--- src/rtl/mips_isa_pkg.sv ---
// mips_isa_pkg
// Instruction-set constants for the ELDT15 MIPS core. The control decoder and
// the program-loading encoder both import this package, so the encoding is
// defined in only one place.
//   - opcode and funct field values
//   - bit positions and widths of the 32-bit instruction fields
//   - symbolic operation enum used on the loader front end (in_op)
//   - encoder FSM state enum
package mips_isa_pkg;

  // Field widths
  localparam int OPCODE_W = 6;
  localparam int REG_W    = 5;
  localparam int FUNCT_W  = 6;
  localparam int IMM_W    = 16;
  localparam int OP_W     = 3;

  // Field least-significant bit positions inside the 32-bit word
  localparam int OPCODE_LSB = 26;
  localparam int RS_LSB     = 21;
  localparam int RT_LSB     = 16;
  localparam int RD_LSB     = 11;
  localparam int SHAMT_LSB  = 6;
  localparam int FUNCT_LSB  = 0;
  localparam int IMM_LSB    = 0;

  // Opcodes
  localparam logic [OPCODE_W-1:0] OPC_R_TYPE = 6'd15;
  localparam logic [OPCODE_W-1:0] OPC_LW     = 6'd16;
  localparam logic [OPCODE_W-1:0] OPC_SW     = 6'd17;

  // R-type function codes
  localparam logic [FUNCT_W-1:0] FUNCT_ADD = 6'd32;
  localparam logic [FUNCT_W-1:0] FUNCT_SUB = 6'd34;
  localparam logic [FUNCT_W-1:0] FUNCT_MUL = 6'd50;
  localparam logic [FUNCT_W-1:0] FUNCT_AND = 6'd36;
  localparam logic [FUNCT_W-1:0] FUNCT_OR  = 6'd37;

  // Symbolic operations presented by the loader
  typedef enum logic [OP_W-1:0] {
    OP_ADD     = 3'd0,
    OP_SUB     = 3'd1,
    OP_MUL     = 3'd2,
    OP_AND     = 3'd3,
    OP_OR      = 3'd4,
    OP_LW      = 3'd5,
    OP_SW      = 3'd6,
    OP_ILLEGAL = 3'd7
  } op_e;

  // Encoder FSM states
  typedef enum logic [1:0] {
    ST_IDLE = 2'd0,
    ST_LOAD = 2'd1,
    ST_FULL = 2'd2
  } enc_state_e;

endpackage

--- src/rtl/instr_pack.sv ---
// instr_pack
// Purely combinational packer: symbolic operation plus register/immediate
// fields in, 32-bit machine word out.
//   op    in  3   symbolic operation (op_e encoding)
//   rs    in  5   source register
//   rt    in  5   second source (R-type) / destination or data register (I-type)
//   rd    in  5   destination register, R-type only
//   imm   in  16  immediate, I-type only
//   word  out 32  packed instruction (all zero for an illegal op)
//   legal out 1   op is encodable
module instr_pack
  import mips_isa_pkg::*;
(
  input  logic [OP_W-1:0]  op,
  input  logic [REG_W-1:0] rs,
  input  logic [REG_W-1:0] rt,
  input  logic [REG_W-1:0] rd,
  input  logic [IMM_W-1:0] imm,
  output logic [31:0]      word,
  output logic             legal
);

  logic [FUNCT_W-1:0] funct;

  always_comb begin
    funct = FUNCT_ADD;
    case (op_e'(op))
      OP_SUB:  funct = FUNCT_SUB;
      OP_MUL:  funct = FUNCT_MUL;
      OP_AND:  funct = FUNCT_AND;
      OP_OR:   funct = FUNCT_OR;
      default: funct = FUNCT_ADD;
    endcase
  end

  always_comb begin
    word  = '0;
    legal = 1'b1;
    word[RS_LSB +: REG_W] = rs;
    word[RT_LSB +: REG_W] = rt;
    case (op_e'(op))
      OP_LW: begin
        word[OPCODE_LSB +: OPCODE_W] = OPC_LW;
        word[IMM_LSB +: IMM_W]       = imm;
      end
      OP_SW: begin
        word[OPCODE_LSB +: OPCODE_W] = OPC_SW;
        word[IMM_LSB +: IMM_W]       = imm;
      end
      OP_ILLEGAL: begin
        word  = '0;
        legal = 1'b0;
      end
      default: begin
        // R-type: shamt field [10:6] stays zero
        word[OPCODE_LSB +: OPCODE_W] = OPC_R_TYPE;
        word[RD_LSB +: REG_W]        = rd;
        word[FUNCT_LSB +: FUNCT_W]   = funct;
      end
    endcase
  end

endmodule

--- src/rtl/instr_encoder.sv ---
// instr_encoder
// Program-loading encoder: accepts symbolic instructions over valid/ready,
// packs them and writes them to instruction memory at sequential addresses
// starting from 0 after each start pulse.
//   clk        in  1         rising-edge clock
//   rst_n      in  1         asynchronous active-low reset
//   start      in  1         begin (or restart) loading at address 0
//   clear      in  1         abort and return to IDLE
//   in_valid   in  1         instruction valid
//   in_ready   out 1         instruction accepted this cycle if in_valid
//   in_op      in  3         symbolic operation
//   in_rs/rt/rd in 5         register fields
//   in_imm     in  16        immediate
//   imem_we    out 1         single-cycle write strobe
//   imem_addr  out ADDR_W    write address
//   imem_wdata out 32        encoded instruction
//   count      out ADDR_W+1  words written since start
//   done       out 1         memory image full
//   err        out 1         sticky illegal-op flag
module instr_encoder
  import mips_isa_pkg::*;
#(
  parameter int ADDR_W = 6,
  parameter int DEPTH  = 64
) (
  input  logic              clk,
  input  logic              rst_n,
  input  logic              start,
  input  logic              clear,
  input  logic              in_valid,
  output logic              in_ready,
  input  logic [OP_W-1:0]   in_op,
  input  logic [REG_W-1:0]  in_rs,
  input  logic [REG_W-1:0]  in_rt,
  input  logic [REG_W-1:0]  in_rd,
  input  logic [IMM_W-1:0]  in_imm,
  output logic              imem_we,
  output logic [ADDR_W-1:0] imem_addr,
  output logic [31:0]       imem_wdata,
  output logic [ADDR_W:0]   count,
  output logic              done,
  output logic              err
);

  localparam logic [ADDR_W-1:0] LAST_ADDR = ADDR_W'(DEPTH - 1);

  enc_state_e        state_reg, state_next;
  logic [ADDR_W-1:0] ptr_reg;
  logic [ADDR_W:0]   count_reg;
  logic              err_reg;
  logic              we_reg;
  logic [ADDR_W-1:0] addr_reg;
  logic [31:0]       wdata_reg;

  logic [31:0] packed_word;
  logic        packed_legal;
  logic        accept;
  logic        last_word;

  instr_pack u_pack (
    .op    (in_op),
    .rs    (in_rs),
    .rt    (in_rt),
    .rd    (in_rd),
    .imm   (in_imm),
    .word  (packed_word),
    .legal (packed_legal)
  );

  assign accept    = in_valid & in_ready;
  assign last_word = (ptr_reg == LAST_ADDR);

  // State register
  always_ff @(posedge clk or negedge rst_n) begin
    if (!rst_n) begin
      state_reg <= ST_IDLE;
    end else begin
      state_reg <= state_next;
    end
  end

  // Next-state logic: clear beats start beats accept
  always_comb begin
    state_next = state_reg;
    if (clear) begin
      state_next = ST_IDLE;
    end else if (start) begin
      state_next = ST_LOAD;
    end else if (accept && packed_legal && last_word) begin
      state_next = ST_FULL;
    end
  end

  // Output logic. Ready is masked by start/clear so the handshake never
  // claims an accept that the control pulses would override.
  always_comb begin
    in_ready = (state_reg == ST_LOAD) && !clear && !start;
    done     = (state_reg == ST_FULL);
  end

  // Datapath: pointer, count, sticky error and the registered write port
  always_ff @(posedge clk or negedge rst_n) begin
    if (!rst_n) begin
      ptr_reg   <= '0;
      count_reg <= '0;
      err_reg   <= 1'b0;
      we_reg    <= 1'b0;
      addr_reg  <= '0;
      wdata_reg <= '0;
    end else begin
      we_reg <= 1'b0;
      if (clear) begin
        ptr_reg   <= '0;
        count_reg <= '0;
      end else if (start) begin
        ptr_reg   <= '0;
        count_reg <= '0;
        err_reg   <= 1'b0;
      end else if (accept) begin
        if (!packed_legal) begin
          err_reg <= 1'b1;
        end else begin
          we_reg    <= 1'b1;
          addr_reg  <= ptr_reg;
          wdata_reg <= packed_word;
          count_reg <= count_reg + (ADDR_W + 1)'(1);
          // Pointer parks on the last address; FULL blocks further accepts
          if (!last_word) begin
            ptr_reg <= ptr_reg + ADDR_W'(1);
          end
        end
      end
    end
  end

  assign imem_we    = we_reg;
  assign imem_addr  = addr_reg;
  assign imem_wdata = wdata_reg;
  assign count      = count_reg;
  assign err        = err_reg;

endmodule
--- config.mk ---
export PLATFORM = sky130hd
export DESIGN_NAME = instr_encoder
export DESIGN_NICKNAME = d
export VERILOG_FILES = /design/src/rtl/mips_isa_pkg.sv /design/src/rtl/instr_pack.sv /design/src/rtl/instr_encoder.sv
export SDC_FILE = /design/constraint.sdc
export NUM_CORES = 1
export LEC_CHECK = 0
export CAP_MARGIN = 20
export CELL_PAD_IN_SITES_DETAIL_PLACEMENT = 1
export CELL_PAD_IN_SITES_GLOBAL_PLACEMENT = 1
export CORE_MARGIN = 1.5
export CORE_UTILIZATION = 33
export DETAILED_ROUTE_END_ITERATION = 7
export PLACE_DENSITY_LB_ADDON = 0.12
export SLEW_MARGIN = 20
export SYNTH_ARGS = -nofsm -noshare
export SYNTH_HDL_FRONTEND = slang
export SYNTH_HIERARCHICAL = 1
export SYNTH_SLANG_ARGS = --single-unit
export TNS_END_PERCENT = 100
--- constraint.sdc ---
create_clock -name clk -period 2.3 [get_ports clk]
set_input_delay 0.575 -clock clk [delete_from_list [all_inputs] [get_ports clk]]
set_output_delay 0.575 -clock clk [all_outputs]
set_load 0.005 [all_outputs]
; Word level (Yosys, flattened, before mapping)
; Index checks and enable logic that the tools add are counted.
[classes]
add_sub_neg = 2
eq_ne = 12
n_mux = 24
n_bitwise = 4
n_reduce_logical = 15
[op_table]
columns = operator, n
row1 = $mux W6, 6
row2 = $mux W7, 4
row3 = $pmux W5 S4, 1
row4 = $eq A3 B3 Y1 const B, 4
row5 = $mux W5, 2
row6 = $pmux W5 S2, 1
row7 = $add A7 B1 Y7 const B, 1
row8 = $mux W1, 7
row9 = $add A6 B1 Y6 const B, 1
row10 = $eq A3 B2 Y1 const B, 2
row11 = $eq A6 B6 Y1 const B, 1
row12 = $mux W2, 3
row13 = $ne A3 B3 Y1 const B, 2
row14 = $reduce_and A3 Y1, 2
row15 = $reduce_bool A3 Y1, 2
row16 = $logic_and A1 B1 Y1, 4
row17 = $reduce_and A4 Y1, 1
row18 = $reduce_bool A2 Y1, 2
row19 = $eq A3 B1 Y1 const B, 1
row20 = $not A1 Y1, 3
row21 = $eq A2 B1 Y1 const B, 1
row22 = $eq A2 B2 Y1 const B, 1
row23 = $logic_not A1 Y1, 2
row24 = $reduce_and A2 Y1, 1
row25 = 2 further kinds, 2
[totals]
regBits = 55
output_inout_bits = 49
word_cells = 64

; Logic depth before layout (Yosys ltp)
; Gate-level depths: netlist of the first run.
[logic_depth]
ltp_word = 9
mapped_depth = 10
depth_no_buf = 6

; By module
; The synthesis of the first run kept the hierarchy.
[modules_own_cells]
columns = module, instances, cells_each, area_per_inst_um2, seq_area_each_um2
row1 = instr_encoder, 1, 240, 2273.4, 1376.3
row2 = instr_pack, 1, 51, 355.3, 0.0

; Worst setup path before layout of the first run
; OpenSTA, ideal clock, no wires.
[synth_timing]
kind = input -> register
startpoint = input port in_op[0]
endpoint = register ptr_reg[5]
t_arrival_ps = 1798
path_slack_ps = 373
path_stages = 8
path_buffers = 3
cell_sequence = buf_6 nand3_1 clkbuf_1 and4b_2 buf_6 o211ai_2 o211ai_1 o31ai_1
[synth_between]
elab_chain_len = 3
[synth_rtl]
columns = item, line
row1 = start: declaration, instr_encoder.sv:32  ; input logic [OP_W-1:0] in_op,
row2 = $eq A3 B3 Y1, instr_pack.sv:41  ; case (op_e'(op))
row3 = $ne A3 B3 Y1 (no line), n/a
row4 = $reduce_and A3 Y1 (no line), n/a
row5 = end signal: assignment, instr_encoder.sv:129  ; ptr_reg <= ptr_reg + ADDR_W'(1);
row6 = end: declaration, instr_encoder.sv:48  ; logic [ADDR_W-1:0] ptr_reg;
; No other way between the ends.
; A chain may end at the register's enable or synchronous reset.

; Worst setup path after layout of the first run
[layout_timing]
startpoint = input port clear
endpoint = output port in_ready
[layout_between]
elab_chain_len = 3
[layout_rtl]
columns = item, line
row1 = start: declaration, instr_encoder.sv:29  ; input logic clear,
row2 = $logic_not A1 Y1, instr_encoder.sv:97  ; in_ready = (state_reg == ST_LOAD) && !clear && !start;
row3 = $logic_and A1 B1 Y1 (2 in a row), instr_encoder.sv:97
row4 = end: declaration, instr_encoder.sv:31  ; output logic in_ready,
; No other way between the ends.

==> flow_summary.ini, run 1 <==
[clocking]
worst_setup_hold_path_clk_slew_ps = 90
clock_tree.htree_level_count = 2
cts_tree = done
clockRootBuffer = sky130_fd_sc_hd__clkbuf_8
cts_hold_buffers = 0
post_cts_buffers = 0
clock-sinks = 55
cts_inserted_buffers = 5
cts.path.max_buffers = 2
cts-resized-gates = 1
clock_latency_ps = 310

[worst_setup_path]
start_kind = input port
end_kind = output port
critical_path_peak_fanout = 2
path_class = input port to output port
critical_path.top_delay_family = buffers and inverters
timing.critical_path.arrival_ps = 1600
slowest_delay_ps = 430
cp_slowest_cell = sky130_fd_sc_hd__clkdlybuf4s50_1
crit_path_cell_trace = clkdlybuf4s50_1, inv_1, nand2_1, nor3b_1, dlygate4sd2_1
reg2reg_slack_ps = 760
cp_data_required_time_ps = 1730
critical_path.n_buffers_inverters = 3

[finish]
finish.net_count = 429
finish.utilization_pct = 48.8
layout-area-overhead-vs-synth_pct = 43.5
most_used_cells_in_the_layout_excluding_fill_and_tap_cells = sky130_fd_sc_hd__nand2_1 (120), sky130_fd_sc_hd__clkdlybuf4s50_1 (85), sky130_fd_sc_hd__dfrtp_1 (55)
largest_register_ffs = 32
final_layout_size_suffix_gt1_share_pct = 11.1
antenna_cells = 0
final_common_cell = sky130_fd_sc_hd__nand2_1
finish.instance_area_um2 = 3770
fill_cells = 926

[pwr]
power.static_leakage_nw = 1.82
power-per-cell-area_nw_per_um2 = 608
ir_drop_v = 0.000203
power.share.sequential_pct = 50.0
report.power.total_mw = 2.29
power.clock.fraction_pct = 25.7
p_int_mw = 1.71
power_share_of_the_combinational_group_pct = 24.3
power_switching_mw = 0.587
sw_frac_of_total_pct = 25.6

[synth]
synthDistinctLibCells = 43
synth_compound_gate_area_share_pct = 7.71
post_synth.cell_area_avg_um2 = 9.03
synth_cells = 291
yosys.area_share.simple_pct = 28.2
number_of_enable_flip_flop_cells_after_synthesis = 0
leading_cell_types_by_total_area_after_synthesis = sky130_fd_sc_hd__dfrtp_1 (52%), sky130_fd_sc_hd__nand2_1 (17%), sky130_fd_sc_hd__and2_1 (2.6%), sky130_fd_sc_hd__buf_6 (2.6%), sky130_fd_sc_hd__xor2_1 (2.3%)
synth_top_family_by_area = simple AND/OR/NAND/NOR gates
synth_adder_area_share_pct = 1.33
synth.net_count = 332
synth_top_area_share_pct = 52.4
syn-cell-area_um2 = 2630
postSynth.asyncResetShare_pct = 100
postSynthRegisterBits = 55
yosys_warn_count = 6
synth_ff_type = sky130_fd_sc_hd__dfrtp_1
synth_xor_area_share_pct = 3.71
synth.yosys.seq_area_share_pct = 52.4
synth_area_leader_cell = sky130_fd_sc_hd__dfrtp_1
synth.mux.area_fraction_pct = 0.381

[floorplanning]
floorplan.io_pins = 88
num_rows = 32
die_x_um = 92.3
fp.dieH_um = 92.3
placeableCoreArea_um2 = 7730
initial_utilization_pct = 34.0
die-area_um2 = 8510

[timing]
timing.final.setup_violations = 0
hold_violation_total_from_the_final_report = 0
fin_crit_ps = 2180
finalCritPeriodShare_pct = 94.7
timing_max_transition_violations_final = 0
rsz0062_at_grt = false
fmaxAchievable_ghz = 0.459
worst_pin_slew_ps = 786
totalNegativeSetupSlack_ps = 0
final.setup_skew_ps = 3.70
max_slew_margin_pct = 47.2

[placed_design]
dpl.hpwl_um = 5150
dpl_cell_area_um2 = 3670
globalplace.congestion = 0.815
place.port_buffers = 87

[outcome]
status = complete, no violations

[route]
wirelength_um = 7050
drt_drc_violations_left = 0
detailedRoute.firstPassIterationCount = 2
via_per_inst = 4.67
initialDrtViolationCount = 90
post_drt_wl_per_cell_um = 14.4
vias = 2292
route.antenna.remaining_nets = 0

[global_route]
grt_usage_pct = 17.9
grt_first_pass_wirelength_um = 12100
grt_start_max_net_pins = 31
vias_in_the_first_global_route = 2383
antenna_found_initial = 0
gr-total-overflow = 0

[job]
maxCapViolations = 0

[hold_path]
hold_path.class = input port to asynchronous set/reset pin
==> path summary, 6_finish.rpt <==
path	cells after the start	end	startpoint
max in group asynchronous	2	err	rst_n
worst min-delay path	1	imem_wdata[18]	rst_n
worst min register to register	2	imem_wdata[27]	imem_wdata[27]
worst max-delay path	5	in_ready	clear
worst max register to register	5	ptr_reg[3]	ptr_reg[0]
min in group clk	2	imem_wdata[27]	imem_wdata[27]
==> metrics by stage <==
step           setup WS (ps)  instances  hold slack (ps)
5_1_grt                 46.7        491              287
3_3_place_gp            -110        483              457
6_report                 123        491              256
2_1_floorplan            373        291              279
3_5_place_dp            -152        483              461
4_1_cts                  126        491              268
==> per-layer routing <==
layer	routed length (um)	track usage [%]	share of wire [%]	up-vias
met3	234	3.07	3.3	6
li1	-	-	-	1123
met4	67	4.23	0.95	0
met5	0	0	0	-
met1	3390	25.7	48	1112
met2	3350	28.2	48	51
==> power groups by stage <==
stage	combinational, mW	sequential, mW	clock (mW)
floorplan	0.174	1.17	0
global placement	0.554	1.16	0
detailed placement	0.566	1.17	0
CTS	0.569	1.15	0.618
global route	0.615	1.16	0.653
finish	0.558	1.15	0.588
==> area by class of cell <==
class	instances	area [um^2]	area share, %
flip-flops and latches	55	1380	36.5
multi-input cells	210	1090	28.9
repair buffers	108	1050	27.8
clock buffers	8	100	2.65
inverters	8	30.0	0.796
well taps	102	128	3.38
==> cell usage after synthesis (3+ instances only) <==
cell type / number
sky130_fd_sc_hd__nand2_1: 120
sky130_fd_sc_hd__dfrtp_1: 55
sky130_fd_sc_hd__and2_1: 11
sky130_fd_sc_hd__nor2_1: 10
sky130_fd_sc_hd__a21oi_1: 7
sky130_fd_sc_hd__inv_1: 7
sky130_fd_sc_hd__xor2_1: 7
sky130_fd_sc_hd__and3_2: 6
sky130_fd_sc_hd__buf_2: 6
sky130_fd_sc_hd__buf_6: 6
sky130_fd_sc_hd__a22o_1: 5
sky130_fd_sc_hd__nand3_1: 5
sky130_fd_sc_hd__buf_4: 3
sky130_fd_sc_hd__clkbuf_1: 3
sky130_fd_sc_hd__nand4_1: 3
sky130_fd_sc_hd__o21ai_0: 3
sky130_fd_sc_hd__o31ai_1: 3
==> cells by family after synthesis <==
logic type,count (synthesis)
buffers and inverters,26
xor gates and xnor gates,9
and+or+nand+nor,168
adders and majority gates,3
muxes,1
AOI/OAI and AO/OA,28
other,1
DFF,55
(Power assumes the default switching activity.)
==> inputs of run 2 (changes only) <==
ABC_CLOCK_PERIOD_IN_PS = 2300   (was default)
==> results of run 2 <==
The final DEF is identical to that of run 1; final timing and power are the same.
